--- config.mk ---
export PLATFORM = sky130hd
export DESIGN_NAME = time_display_ctrl
export DESIGN_NICKNAME = d
export VERILOG_FILES = /design/src/rtl/clock_pkg.sv /design/src/rtl/seg7_digit_enc.sv /design/src/rtl/time_display_ctrl.sv
export SDC_FILE = /design/constraint.sdc
export NUM_CORES = 1
export LEC_CHECK = 0
export ABC_AREA = 1
export BUFFER_PORTS_ARGS = -buffer_cell sky130_fd_sc_hd__buf_4
export CAP_MARGIN = 40
export CORE_MARGIN = 2
export CORE_UTILIZATION = 50
export CTS_CLUSTER_SIZE = 16
export DETAILED_ROUTE_END_ITERATION = 7
export GPL_TIMING_DRIVEN = 0
export HOLD_SLACK_MARGIN = 0.05
export PLACE_DENSITY = 0.72
export SLEW_MARGIN = 10
export SYNTH_ARGS = -nofsm -noshare
export SYNTH_HDL_FRONTEND = slang
export SYNTH_SLANG_ARGS = --single-unit
export TNS_END_PERCENT = 30
--- constraint.sdc ---
create_clock -name clk -period 6.6 [get_ports clk]
set_clock_uncertainty 0.05 [all_clocks]
set_input_delay 0.66 -clock clk [delete_from_list [all_inputs] [get_ports clk]]
set_output_delay 0.66 -clock clk [all_outputs]
set_load 0.05 [all_outputs]
--- src/rtl/clock_pkg.sv ---
// Shared definitions for the digital-clock display path.
// Contents: default field width, field index constants, per-field value
// limits, active-high 7-segment codes (gfedcba) and small helper functions.
package clock_pkg;

    localparam int unsigned FIELD_W = 6;

    // Field indices within the packed time vectors
    localparam int unsigned F_SEC  = 0;
    localparam int unsigned F_MIN  = 1;
    localparam int unsigned F_HOUR = 2;

    // Exclusive upper limits of a valid field value
    localparam int unsigned LIM_SEC   = 60;
    localparam int unsigned LIM_MIN   = 60;
    localparam int unsigned LIM_HOUR  = 24;
    localparam int unsigned LIM_OTHER = 100;

    // Active-high segment codes, bit 6 = g ... bit 0 = a
    localparam logic [6:0] SEG_DASH  = 7'h40;
    localparam logic [6:0] SEG_BLANK = 7'h00;

    typedef enum logic {
        PHASE_OFF = 1'b0,
        PHASE_ON  = 1'b1
    } blink_phase_t;

    function automatic int unsigned field_limit(input int unsigned k);
        if (k == F_SEC)       return LIM_SEC;
        else if (k == F_MIN)  return LIM_MIN;
        else if (k == F_HOUR) return LIM_HOUR;
        else                  return LIM_OTHER;
    endfunction

    // Active-high digit table; codes above 9 never reach here after the range check
    function automatic logic [6:0] seg_digit(input logic [3:0] d);
        case (d)
            4'd0:    return 7'h3F;
            4'd1:    return 7'h06;
            4'd2:    return 7'h5B;
            4'd3:    return 7'h4F;
            4'd4:    return 7'h66;
            4'd5:    return 7'h6D;
            4'd6:    return 7'h7D;
            4'd7:    return 7'h07;
            4'd8:    return 7'h7F;
            4'd9:    return 7'h6F;
            default: return SEG_BLANK;
        endcase
    endfunction

endpackage

--- src/rtl/seg7_digit_enc.sv ---
// Combinational single-digit 7-segment encoder.
// Ports:
//   digit  in  4  BCD digit 0..9
//   blank  in  1  force all segments off (highest priority)
//   dash   in  1  show segment g only
//   seg    out 7  segment drive gfedcba, polarity set by SEG_ACT_LOW
module seg7_digit_enc
    import clock_pkg::*;
#(
    parameter int unsigned SEG_ACT_LOW = 1
) (
    input  logic [3:0] digit,
    input  logic       blank,
    input  logic       dash,
    output logic [6:0] seg
);

    logic [6:0] seg_act_high;

    always_comb begin
        if (blank)
            seg_act_high = SEG_BLANK;
        else if (dash)
            seg_act_high = SEG_DASH;
        else
            seg_act_high = seg_digit(digit);

        seg = (SEG_ACT_LOW != 0) ? ~seg_act_high : seg_act_high;
    end

endmodule

--- src/rtl/time_display_ctrl.sv ---
// Registered display front-end for the digital clock.
// Selects live time or the set/alarm edit buffer, range-checks each field,
// optionally shows hours in 12-hour form, blinks the field under edit and
// drives two 7-segment digits per field through a registered output stage.
// Ports:
//   clk         in   1               system clock
//   rst         in   1               synchronous active-high reset
//   time_live   in   FIELDS*FIELD_W  running time, field k at [k*FIELD_W +: FIELD_W]
//   time_edit   in   FIELDS*FIELD_W  set/alarm buffer, same packing
//   set_en      in   1               time-set mode
//   alarm_en    in   1               alarm-set mode
//   edit_field  in   2               0 none, k+1 = field k under edit
//   mode_12h    in   1               show hours in 12-hour form
//   all_hex     out  FIELDS*14       ones digit at [14k +: 7], tens at [14k+7 +: 7]
//   pm_flag     out  1               displayed hour >= 12 (0 if hour out of range)
//   blink_on    out  1               blink phase, 1 = edited field visible
module time_display_ctrl
    import clock_pkg::*;
#(
    parameter int unsigned FIELDS      = 3,
    parameter int unsigned FIELD_W     = clock_pkg::FIELD_W,
    parameter int unsigned BLINK_DIV   = 25_000_000,
    parameter int unsigned SEG_ACT_LOW = 1
) (
    input  logic                      clk,
    input  logic                      rst,
    input  logic [FIELDS*FIELD_W-1:0] time_live,
    input  logic [FIELDS*FIELD_W-1:0] time_edit,
    input  logic                      set_en,
    input  logic                      alarm_en,
    input  logic [1:0]                edit_field,
    input  logic                      mode_12h,
    output logic [FIELDS*14-1:0]      all_hex,
    output logic                      pm_flag,
    output logic                      blink_on
);

    localparam int unsigned CNT_W     = $clog2(BLINK_DIV);
    localparam logic [CNT_W-1:0] CNT_LAST = CNT_W'(BLINK_DIV - 1);
    localparam logic [6:0] BLANK_OUT  = (SEG_ACT_LOW != 0) ? 7'h7F : 7'h00;

    logic [CNT_W-1:0]          cnt;
    blink_phase_t              phase;
    logic                      edit_mode;
    logic                      edit_mode_q;
    logic [1:0]                edit_field_q;
    logic                      restart;
    logic                      blink_vis;
    logic [FIELDS*FIELD_W-1:0] src;
    logic [FIELDS*14-1:0]      hex_d;
    logic                      pm_d;

    assign edit_mode = set_en | alarm_en;
    assign src       = edit_mode ? time_edit : time_live;
    assign restart   = edit_mode & (~edit_mode_q | (edit_field != edit_field_q));
    // A restart forces visibility in the same cycle so a newly selected field
    // is never shown blanked by the stale phase of the previous selection.
    assign blink_vis = (phase == PHASE_ON) | restart;
    assign blink_on  = (phase == PHASE_ON);

    for (genvar k = 0; k < FIELDS; k++) begin : g_field
        logic [FIELD_W-1:0] val;
        logic [31:0]        val32;
        logic [31:0]        shown;
        logic               out_of_range;
        logic               blank;
        logic [3:0]         tens;
        logic [3:0]         ones;

        assign val = src[k*FIELD_W +: FIELD_W];

        always_comb begin
            val32        = 32'(val);
            out_of_range = (val32 >= field_limit(k));
            shown        = val32;
            // Range check above sees the raw value; conversion only affects digits.
            if ((k == F_HOUR) && mode_12h) begin
                if (val32 == 32'd0)
                    shown = 32'd12;
                else if (val32 > 32'd12)
                    shown = val32 - 32'd12;
            end
            tens = 4'(shown / 32'd10);
            ones = 4'(shown % 32'd10);
        end

        assign blank = edit_mode && (32'(edit_field) == 32'(k + 1)) && !blink_vis;

        seg7_digit_enc #(
            .SEG_ACT_LOW(SEG_ACT_LOW)
        ) u_ones (
            .digit(ones),
            .blank(blank),
            .dash (out_of_range),
            .seg  (hex_d[14*k +: 7])
        );

        seg7_digit_enc #(
            .SEG_ACT_LOW(SEG_ACT_LOW)
        ) u_tens (
            .digit(tens),
            .blank(blank),
            .dash (out_of_range),
            .seg  (hex_d[14*k+7 +: 7])
        );
    end

    if (FIELDS > F_HOUR) begin : g_pm
        logic [31:0] hour32;
        assign hour32 = 32'(src[F_HOUR*FIELD_W +: FIELD_W]);
        assign pm_d   = (hour32 >= 32'd12) && (hour32 < LIM_HOUR);
    end else begin : g_no_pm
        assign pm_d = 1'b0;
    end

    always_ff @(posedge clk) begin
        if (rst) begin
            all_hex      <= {(FIELDS*2){BLANK_OUT}};
            pm_flag      <= 1'b0;
            cnt          <= '0;
            phase        <= PHASE_ON;
            edit_mode_q  <= 1'b0;
            edit_field_q <= '0;
        end else begin
            all_hex      <= hex_d;
            pm_flag      <= pm_d;
            edit_mode_q  <= edit_mode;
            edit_field_q <= edit_field;
            if (!edit_mode || restart) begin
                cnt   <= '0;
                phase <= PHASE_ON;
            end else if (cnt == CNT_LAST) begin
                cnt   <= '0;
                phase <= (phase == PHASE_ON) ? PHASE_OFF : PHASE_ON;
            end else begin
                cnt <= cnt + 1'b1;
            end
        end
    end

endmodule

---- Yosys cells after proc, flatten, opt, wreduce, memory -nomap -nowiden ----
Memories as Yosys holds them, arrays and structs flattened.
Cells that the tools add are included.
operators by class
  add/sub/neg operators ................... 2
  divide/modulo/power cells ............... 6
  $lt $le $gt $ge ......................... 6
  equality and inequality tests ........... 5
  muxes and demuxes ....................... 17
  bitwise logic cells ..................... 11
  reduce and logical (&&, ||, !) cells .... 13
operator list
  cell                     number
  $mux W32                 3
  $mux W7                  12
  $div A6 B4 Y32 const B   2
  $mod A6 B4 Y32 const B   2
  $not A7 Y7               6
  $div A32 B4 Y32 const B  1
  $mod A32 B4 Y32 const B  1
  $add A25 B1 Y25 const B  1
  $eq A25 B25 Y1 const B   1
  $mux W18                 1
  $ge A6 B6 Y1 const B     2
  $logic_and A1 B1 Y1      7
  $sub A6 B4 Y7 const B    1
  $ge A6 B4 Y1 const B     1
  $ge A6 B5 Y1 const B     1
  $gt A6 B4 Y1 const B     1
  $logic_not A6 Y1         1
  $lt A6 B5 Y1 const B     1
  $eq A2 B2 Y1 const B     2
  $or A1 B1 Y1             3
  $reduce_or A3 Y1         1
  $eq A2 B1 Y1 const B     1
  $logic_not A1 Y1         2
  $ne A2 B2 Y1             1
  other kinds (5)          5
word-level totals
  bits in registers ....................... 72
  bits in read-only memories .............. 672
  input port bits ......................... 43
  memories kept ........................... 6
memory list
  name              words  bits a word  read ports  clocked after Yosys merged registers in  write ports  line             source
  (name not given)  16     7            1           0                                        0            clock_pkg.sv:37  case (d)
  (name not given)  16     7            1           0                                        0            clock_pkg.sv:37
  (name not given)  16     7            1           0                                        0            clock_pkg.sv:37
  (name not given)  16     7            1           0                                        0            clock_pkg.sv:37
  (name not given)  16     7            1           0                                        0            clock_pkg.sv:37
  (name not given)  16     7            1           0                                        0            clock_pkg.sv:37

---- Longest topological paths before layout ----
Gate-level depths: netlist of run 1.
An unclocked memory read counts as a cell.
  depth after elaboration ................. 11
  gate-level depth with buffers ........... 35
  gate-level depth less buffers ........... 35

---- Hierarchy ----
From an unflattened synthesis of run 1, not the netlist that was laid out.
unflattened totals
  cells, all modules ...................... 773
  area total of the unflattened synthesis .. 5363.9 sq um
modules (own cells, without submodules)
  module             times used  cells an instance  area each (sq um)
  time_display_ctrl  1           563                4170.2
  seg7_digit_enc     6           35                 198.9

---- Least setup slack after synthesis of run 1 ----
OpenSTA, ideal clock, no wires.
  path kind ............................... input to register
  from .................................... in alarm_en
  to ...................................... reg all_hex[28]
  library setup time ...................... 0.122 ns
  arrival ................................. 3.866 ns
  data required time ...................... 6.428 ns
  setup slack ............................. 2.562 ns
  stages on the path ...................... 29
  cell sequence ........................... o21ai_0 nand2_1 ha_1 nor2_1 nand3_1 clkinv_1 nand3_2 ha_1 inv_1 nor2_1 nor2_1 nor2_2 inv_2 nand3_2 a21oi_2 nand2_1 nand2_2 nand2_2 nand2_4 nand2_1 and2_1 ha_1 inv_1 nand2_1 nand2_1 a21oi_4 inv_2 a21oi_4 o21ai_1
on the way
  longest elaborated chain between the ends .. 11
  elaborated cells on any way between the ends .. 19
  classes of those cells .................. add/sub: 1; div: 1; order compare: 2; mux: 6; bitwise: 4; reduce/logical: 4; memory: 1
ends and longest elaborated chain
  element                                               line                                              source
  from (decl)                                           time_display_ctrl.sv:30                           input logic alarm_en,
  $or A1 B1 Y1 (*)                                      time_display_ctrl.sv:53                           assign edit_mode = set_en | alarm_en;
  $mux W18                                              time_display_ctrl.sv:54                           assign src = edit_mode ? time_edit : time_live;
  $sub A6 B4 Y7 / $gt A6 B4 Y1 (equally long branches)  time_display_ctrl.sv:81, time_display_ctrl.sv:80
  $mux W32                                              time_display_ctrl.sv:80                           else if (val32 > 32'd12)
  $mux W32                                              time_display_ctrl.sv:78                           if (val32 == 32'd0)
  $mux W32                                              time_display_ctrl.sv:77                           if ((k == F_HOUR) && mode_12h) begin
  $mod A32 B4 Y32                                       time_display_ctrl.sv:84                           ones = 4'(shown % 32'd10);
  $mem_v2 Z16 W7                                        -
  $mux W7                                               seg7_digit_enc.sv:23                              else if (dash)
  $mux W7 (*)                                           seg7_digit_enc.sv:21                              if (blank)
  $not A7 Y7 (*)                                        seg7_digit_enc.sv:28                              seg = (SEG_ACT_LOW != 0) ? ~seg_act_high : seg_act_high;
  to (signal assigned)                                  time_display_ctrl.sv:118                          all_hex <= {(FIELDS*2){BLANK_OUT}};
  to (decl)                                             time_display_ctrl.sv:33                           output logic [FIELDS*14-1:0] all_hex,
Every way passes the cells marked *; elsewhere a longest branch is shown, timed or not.
A chain may end at the register's enable or synchronous reset.

---- Final worst setup path of run 1 ----
  from .................................... in alarm_en
  to ...................................... reg all_hex[29]
The elaborated chain is that of the path after synthesis.

==> metrics.txt, run 1 <==
CP max stage cell ha_1; DR pass1 iterations 4; mapped cell area 0.00525 mm2; PostCTS Resize Cnt 0; CP max stage delay 0.33 ns; Seq/Total Area, Yosys 27.5%; Critical Path AT 4.52 ns; fin. max-slew vios 0; Tmin final 4.33 ns; Yosys cell types 49; Chip Height 106 um; most frequent CP cell nand2_1; final hold vios 0; DR vias 4768; Vias/cell 4.93; Synth Warn # 0; hold buffer count at cts 0; Pwr Density 292 mW/mm2; Iteration-0 DRC Markers 189; status completed; Comb pwr share 49.8%; final setup TNS 0 ns; core area 0.0103 mm2; clock-pin slew on the worst setup and hold paths 0.08 ns; RSZ-0062 raised after global routing no; clk_lat worst skew 0.35 ns; HPWL Detailed 9.03 mm; max capacitance violation total 0; Slew @ Worst Pin 0.579 ns; antenna viol nets, final 0; Tcrit/Tclk final 65.6%; worst-case clock buffer depth 2; part of the power in the clock network 22.2%; I/O Buffers 86; commonest non-fill, non-tap cell in the layout nand2_1; total CTS buffers 9; ratio of cells with drive above 1 in the final layout 26.0%; Diodes inserted 0; area of the multi-input gates 0.00324 mm2; EDFF count, synth 0; ys flop type dfxtp_1; Reg power frac 28.0%; crit path kind in2reg; pre-CTS WS 1.88 ns; total track usage 19.9%; CTS Sinks 72; Cells after Synth 728; Synth Area per Inst 7.21 um2; GPL Wtd Cong 0.860; Switching Share 43.9%; Slew headroom 61.0%; CTS HTree Levels 3; io pins 87; Hold Slack 0.408 ns; CP required 6.79 ns; DRC 0; critical-path maximum fanout 7; #FFs+latches synth 72; Root Buffer clkbuf_8; initial core utilization 51.1%; worst IR drop on VDD 0.164 mV; internal power 1.03 mW; grt total ovfl 0; drt total wl 11.1 mm; worst hold-check path type reg2reg; vias in the first global route 4566; first-pass GRT wire length 18.5 mm; cell row count 37; Worst setup EP type flip-flop; Worst Slack Setup Final 2.27 ns; element type at the critical path start input port; number of post-CTS setup repair buffers 0; Die W 106 um; P&R area growth vs syn 20.2%; register area 0.00144 mm2; nets 922; Filler cells 968; WL per Instance 11.5 um; largest net degree at the start of global routing 13; number of setup violations in the final report 0; FMAX 231 MHz; FFs w/ async S/R, synth 0%; initial antenna violation count 0; P_sw 808 uW; leakage power 3.09 nW; CTS tree done; Die ar. 0.0113 mm2; most frequent cells in the layout 150 x nand2_1, 117 x inv_1, 86 x buf_4, 72 x dfxtp_1, 53 x ha_1
synthesized netlist by cell type (2+ instances only):
cell type  count  area, um2
o211ai_1      13       97.6
o21ai_4        4       65.1
a31oi_1        2       12.5
nor3b_1        8       60.1
nor2_1        49        184
a221oi_1       2       17.5
a211oi_1       3       22.5
nand4_2        2       25.0
xor2_2         4       65.1
o21ai_0       19       95.1
a21oi_4        2       32.5
o21ai_1       12       60.1
nor3_1        14       70.1
a21oi_1       17       85.1
o21a_1         3       22.5
and2_1         2       12.5
or2_2         10       62.6
nand4_1       11       68.8
a21oi_2        3       26.3
nor4_1         4       25.0
nand2_1      150        563
nor2_2         5       31.3
nand3_1       47        235
xor2_1         6       52.6
inv_1        117        439
ha_1          53        663
clkbuf_1       2       7.51
nand2_4       11        124
buf_6          3       33.8
nor2_4         5       56.3
o21ai_2        6       52.6
nand3_2        3       30.0
dfxtp_1       72       1440
inv_2         18       67.6
nand2_2       32        200
power groups by stage:
stage | clock, mW | sequential [mW] | combinational (mW)
2_1_floorplan | 0 | 0.751 | 0.475
3_3_place_gp | 0 | 0.525 | 0.892
3_5_place_dp | 0 | 0.526 | 0.914
4_1_cts | 0.418 | 0.516 | 0.920
5_1_grt | 0.436 | 0.521 | 1.01
6_report | 0.408 | 0.516 | 0.916
metrics by stage:
step | util, % | cell area, um2 | power [mW] | std cells
finish | 61.4 | 6310 | 1.84 | 967
floorplan | - | 5250 | 1.23 | 729
detailed placement | 59.0 | 6070 | 1.44 | 951
CTS | 61.4 | 6310 | 1.85 | 967
global placement | 59.0 | 6070 | 1.42 | 951
global route | 61.4 | 6310 | 1.96 | 967
routing by layer:
| metal | wire length, um | vias up | share of wire [%] | GRT usage (%) |
|---|---|---|---|---|
| met4 | 291 | 0 | 2.6 | 11.1 |
| li1 | - | 2501 | - | - |
| met3 | 426 | 21 | 3.8 | 2.70 |
| met5 | 0 | - | 0 | 0 |
| met1 | 5110 | 2148 | 46 | 24.0 |
| met2 | 5250 | 98 | 47 | 33.9 |
worst max-delay path: cells and delay by family:
family | cells | cell delay (ns)
AOI/OAI and AO/OA | 5 | 0.74
and+or+nand+nor | 16 | 1.84
buffers and inverters | 6 | 0.49
adders and majority gates | 3 | 0.78
sequential cells by signal (all words and copies together) (netlist names):
signal        flops
edit_mode_q       1
cnt              25
pm_flag           1
edit_field_q      2
all_hex          42
blink_on          1
layout make-up:
type / count / area share, %
multi-input combinational: 515 / 51.4
sequential: 72 / 22.8
timing repair buffer: 86 / 10.2
inverter: 136 / 8.09
tap: 136 / 2.70
clock buffer: 12 / 2.62
clock inverter: 4 / 1.19
buffer: 6 / 0.893
cell families (layout without fill, tap and decap cells):
group,Yosys count,count (layout),synth area share [%]
simple gates,357,357,34.3
other cells,1,2,0.0714
buf+inv,142,244,10.8
compound gates,92,92,12.2
fa+ha+maj,53,53,12.6
flops,72,72,27.5
xor+xnor,11,11,2.55
final timing paths:
| kind | start | endpoint | slack [ns] | depth (start not counted) |
|---|---|---|---|---|
| worst min register to register | cnt[0] | cnt[0] | 0.41 | 1 |
| worst max register to register | cnt[0] | cnt[22] | 3.98 | 15 |
| worst max-delay path | alarm_en | all_hex[29] | 2.27 | 30 |
| worst min-delay path | cnt[0] | cnt[0] | 0.41 | 1 |
(Power assumes the default switching activity.)
==> inputs of run 2 (changes only) <==
--- a/config.mk
+++ b/config.mk
@@ -14,7 +14,7 @@
 export DETAILED_ROUTE_END_ITERATION = 7
 export GPL_TIMING_DRIVEN = 0
 export HOLD_SLACK_MARGIN = 0.05
-export PLACE_DENSITY = 0.72
+export PLACE_DENSITY = 0.75
 export SLEW_MARGIN = 10
 export SYNTH_ARGS = -nofsm -noshare
 export SYNTH_HDL_FRONTEND = slang
==> constraint.sdc (replaced) <==
create_clock -name clk -period 3.7 [get_ports clk]
set_clock_uncertainty 0.05 [all_clocks]
set_input_delay 0.37 -clock clk [delete_from_list [all_inputs] [get_ports clk]]
set_output_delay 0.37 -clock clk [all_outputs]
set_load 0.05 [all_outputs]
==> metrics.txt, run 2 (synthesis gave the netlist of run 1 again) <==
status completed (unchanged); commonest non-fill, non-tap cell in the layout nand2_1 (unchanged); total CTS buffers 9 (unchanged); grt total ovfl 0 (unchanged); DRC 0 (unchanged); max capacitance violation total 0 (unchanged); Reg power frac 26.2% (was 28.0%); placed cells 951 (unchanged); RSZ-0062 raised after global routing yes (was no); HPWL Detailed 9.07 mm (was 9.03 mm); CTS HTree Levels 3 (unchanged); Hold Slack 0.151 ns (was 0.408 ns); P&R area growth vs syn 32.3% (was 20.2%); clk_lat worst skew 0.36 ns (was 0.35 ns); Switching Share 45.4% (was 43.9%); Iteration-0 DRC Markers 210 (was 189); CP startpoint alarm_en (unchanged); Pwr Density 506 mW/mm2 (was 292 mW/mm2); CTS tree done (unchanged); part of the power in the clock network 18.4% (was 22.2%); Root Buffer clkbuf_8 (unchanged); Die ar. 0.0113 mm2 (unchanged); initial antenna violation count 0 (unchanged); first-pass GRT wire length 19.4 mm (was 18.5 mm); Tcrit/Tclk final 96.7%; Area after DPL 0.00607 mm2 (about the same); WL per Instance 12.3 um (was 11.5 um); drt total wl 12.3 mm (was 11.1 mm); Worst R2R Start cnt[0] (unchanged); worst IR drop on VDD 0.321 mV (was 0.164 mV); worst hold-check path type in2reg (was reg2reg); DR pass1 iterations 5 (was 4); FMAX 280 MHz; Slew @ Worst Pin 0.856 ns (was 0.579 ns); Critical Path AT 3.76 ns (was 4.52 ns); final setup TNS 0 ns (unchanged); vias in the first global route 4470 (was 4566); Tmin final 3.58 ns; antenna viol nets, final 0 (unchanged); I/O Buffers 86 (unchanged); R2R cell count 15 (unchanged); io pins 87 (unchanged); number of setup violations in the final report 0 (unchanged); most frequent cells in the layout 138 x nand2_1, 115 x buf_4, 110 x inv_1, 72 x dfxtp_1, 44 x ha_1 (was 150 x nand2_1, 117 x inv_1, 86 x buf_4, 72 x dfxtp_1, 53 x ha_1); Worst R2R Setup Slack 0.96 ns (was 3.98 ns); Slew headroom 42.3% (was 61.0%); nets 954 (was 922); Worst setup EP type flip-flop (unchanged); DR vias 4989 (was 4768); initial core utilization 51.1% (unchanged); Worst Setup EP all_hex[29] (unchanged); clock-pin slew on the worst setup and hold paths 0.08 ns (about the same); worst-case clock buffer depth 2 (unchanged); Reg-to-Reg End cnt[22] (unchanged); final hold vios 0 (unchanged); CTS Sinks 72 (unchanged); Design Area, Final 0.00695 mm2 (was 0.00631 mm2); leakage power 3.32 nW (was 3.09 nW); Diodes inserted 0 (unchanged); Comb pwr share 55.4% (was 49.8%); hold buffer count at cts 0 (unchanged); CP required 3.88 ns (was 6.79 ns); Chip Height 106 um (unchanged); P_sw 1.60 mW (was 808 uW); max FFs per register 42 (unchanged); fin. max-slew vios 0 (unchanged); Die W 106 um (unchanged); internal power 1.92 mW (was 1.03 mW); GPL Wtd Cong 0.893 (was 0.860); ratio of cells with drive above 1 in the final layout 34.5% (was 26.0%); Vias/cell 4.99 (was 4.93); total track usage 20.9% (was 19.9%); Regs by FF count all_hex (42), cnt (25), edit_field_q (2) (unchanged); largest net degree at the start of global routing 13 (unchanged); crit path kind in2reg (unchanged); Cell Count, Final, Fillers Out 999 (was 967); core area 0.0103 mm2 (unchanged); Top reg by flops all_hex (unchanged); cell row count 37 (unchanged); critical-path maximum fanout 5 (was 7); element type at the critical path start input port (unchanged)
[run 2: changes by cell type in the layout (fill, tap and decap cells not counted), sizes merged]
cell and delta:
clkinv +1, bufinv -1, inv +1, buf +31
clkinvlp -1, clkbuf +1
[run 2: how the worst min path moves through the flow]
stage,from,endpoint,slack [ns],cells after the start
final,rst,edit_field_q[1],0.15,2
after floorplan,cnt[0],cnt[0],0.37,1
after global routing,rst,edit_field_q[0],0.14,2
after detailed placement,cnt[0],cnt[0],0.39,1
after CTS,rst,edit_field_q[1],0.15,2
after global placement,cnt[0],cnt[0],0.38,1
[run 2: layer usage]
layer	global-route usage (%)	share of wire (%)
met1	25.7	42
met2	35.8	50
met3	4.23	4.8
met4	8.07	2.4
met5	0	0
[run 2: cell type report]
class	instances	area (um2)
repair buffers	118	911
flip-flops and latches	72	1440
well taps	136	170
fillers	828	3330
plain buffers	6	60.1
inverters	136	520
multi-input cells	515	3640
clock buffers	12	155
clock inverters	4	51.3
[run 2: per-stage QoR]
| stage | worst slack [ns] | utilization, % | power [mW] |
|---|---|---|---|
| 3_3_place_gp | -0.488 | 59.1 | 2.54 |
| 5_1_grt | -0.0842 | 67.6 | 3.74 |
| 3_5_place_dp | -0.650 | 59.1 | 2.58 |
| 2_1_floorplan | 0.0206 | - | 2.19 |
| 6_report | 0.123 | 67.6 | 3.52 |
| 4_1_cts | -0.000657 | 62.2 | 3.26 |
[run 2: power groups by stage]
stage	logic (mW)	registers (mW)	clock network, mW
6_report	1.95	0.923	0.647
3_3_place_gp	1.60	0.941	0
2_1_floorplan	0.848	1.34	0
3_5_place_dp	1.64	0.941	0
5_1_grt	2.11	0.931	0.695
4_1_cts	1.68	0.924	0.660
[run 2: critical path: stages]
cell and delay [ns]:
buf_4 0.13, o21ai_1 0.21, nand2_4 0.10, ha_4 0.18
nor2_4 0.10, nand3_2 0.10, clkinv_1 0.08, nand3_4 0.12
ha_4 0.34, nor2_4 0.04, nor2_1 0.11, nor2_2 0.08
inv_2 0.08, nand3_2 0.10, a21oi_4 0.21, nand2_2 0.09
nand2_2 0.10, nand2_4 0.08, nand2_4 0.10, nand2_4 0.06
and2_4 0.15, ha_4 0.26, nand2_2 0.08, nand2_4 0.11
nand2_4 0.07, a21oi_4 0.23, o21ai_2 0.09
[run 2: timing repair]
action / 4_1_cts / 5_1_grt
endpoints found under the setup margin: 15 / 24
resized for setup: 11 / 78
buffers inserted: 5 / 26
pin swaps: 3 / 41
gates cloned: 0 / 1
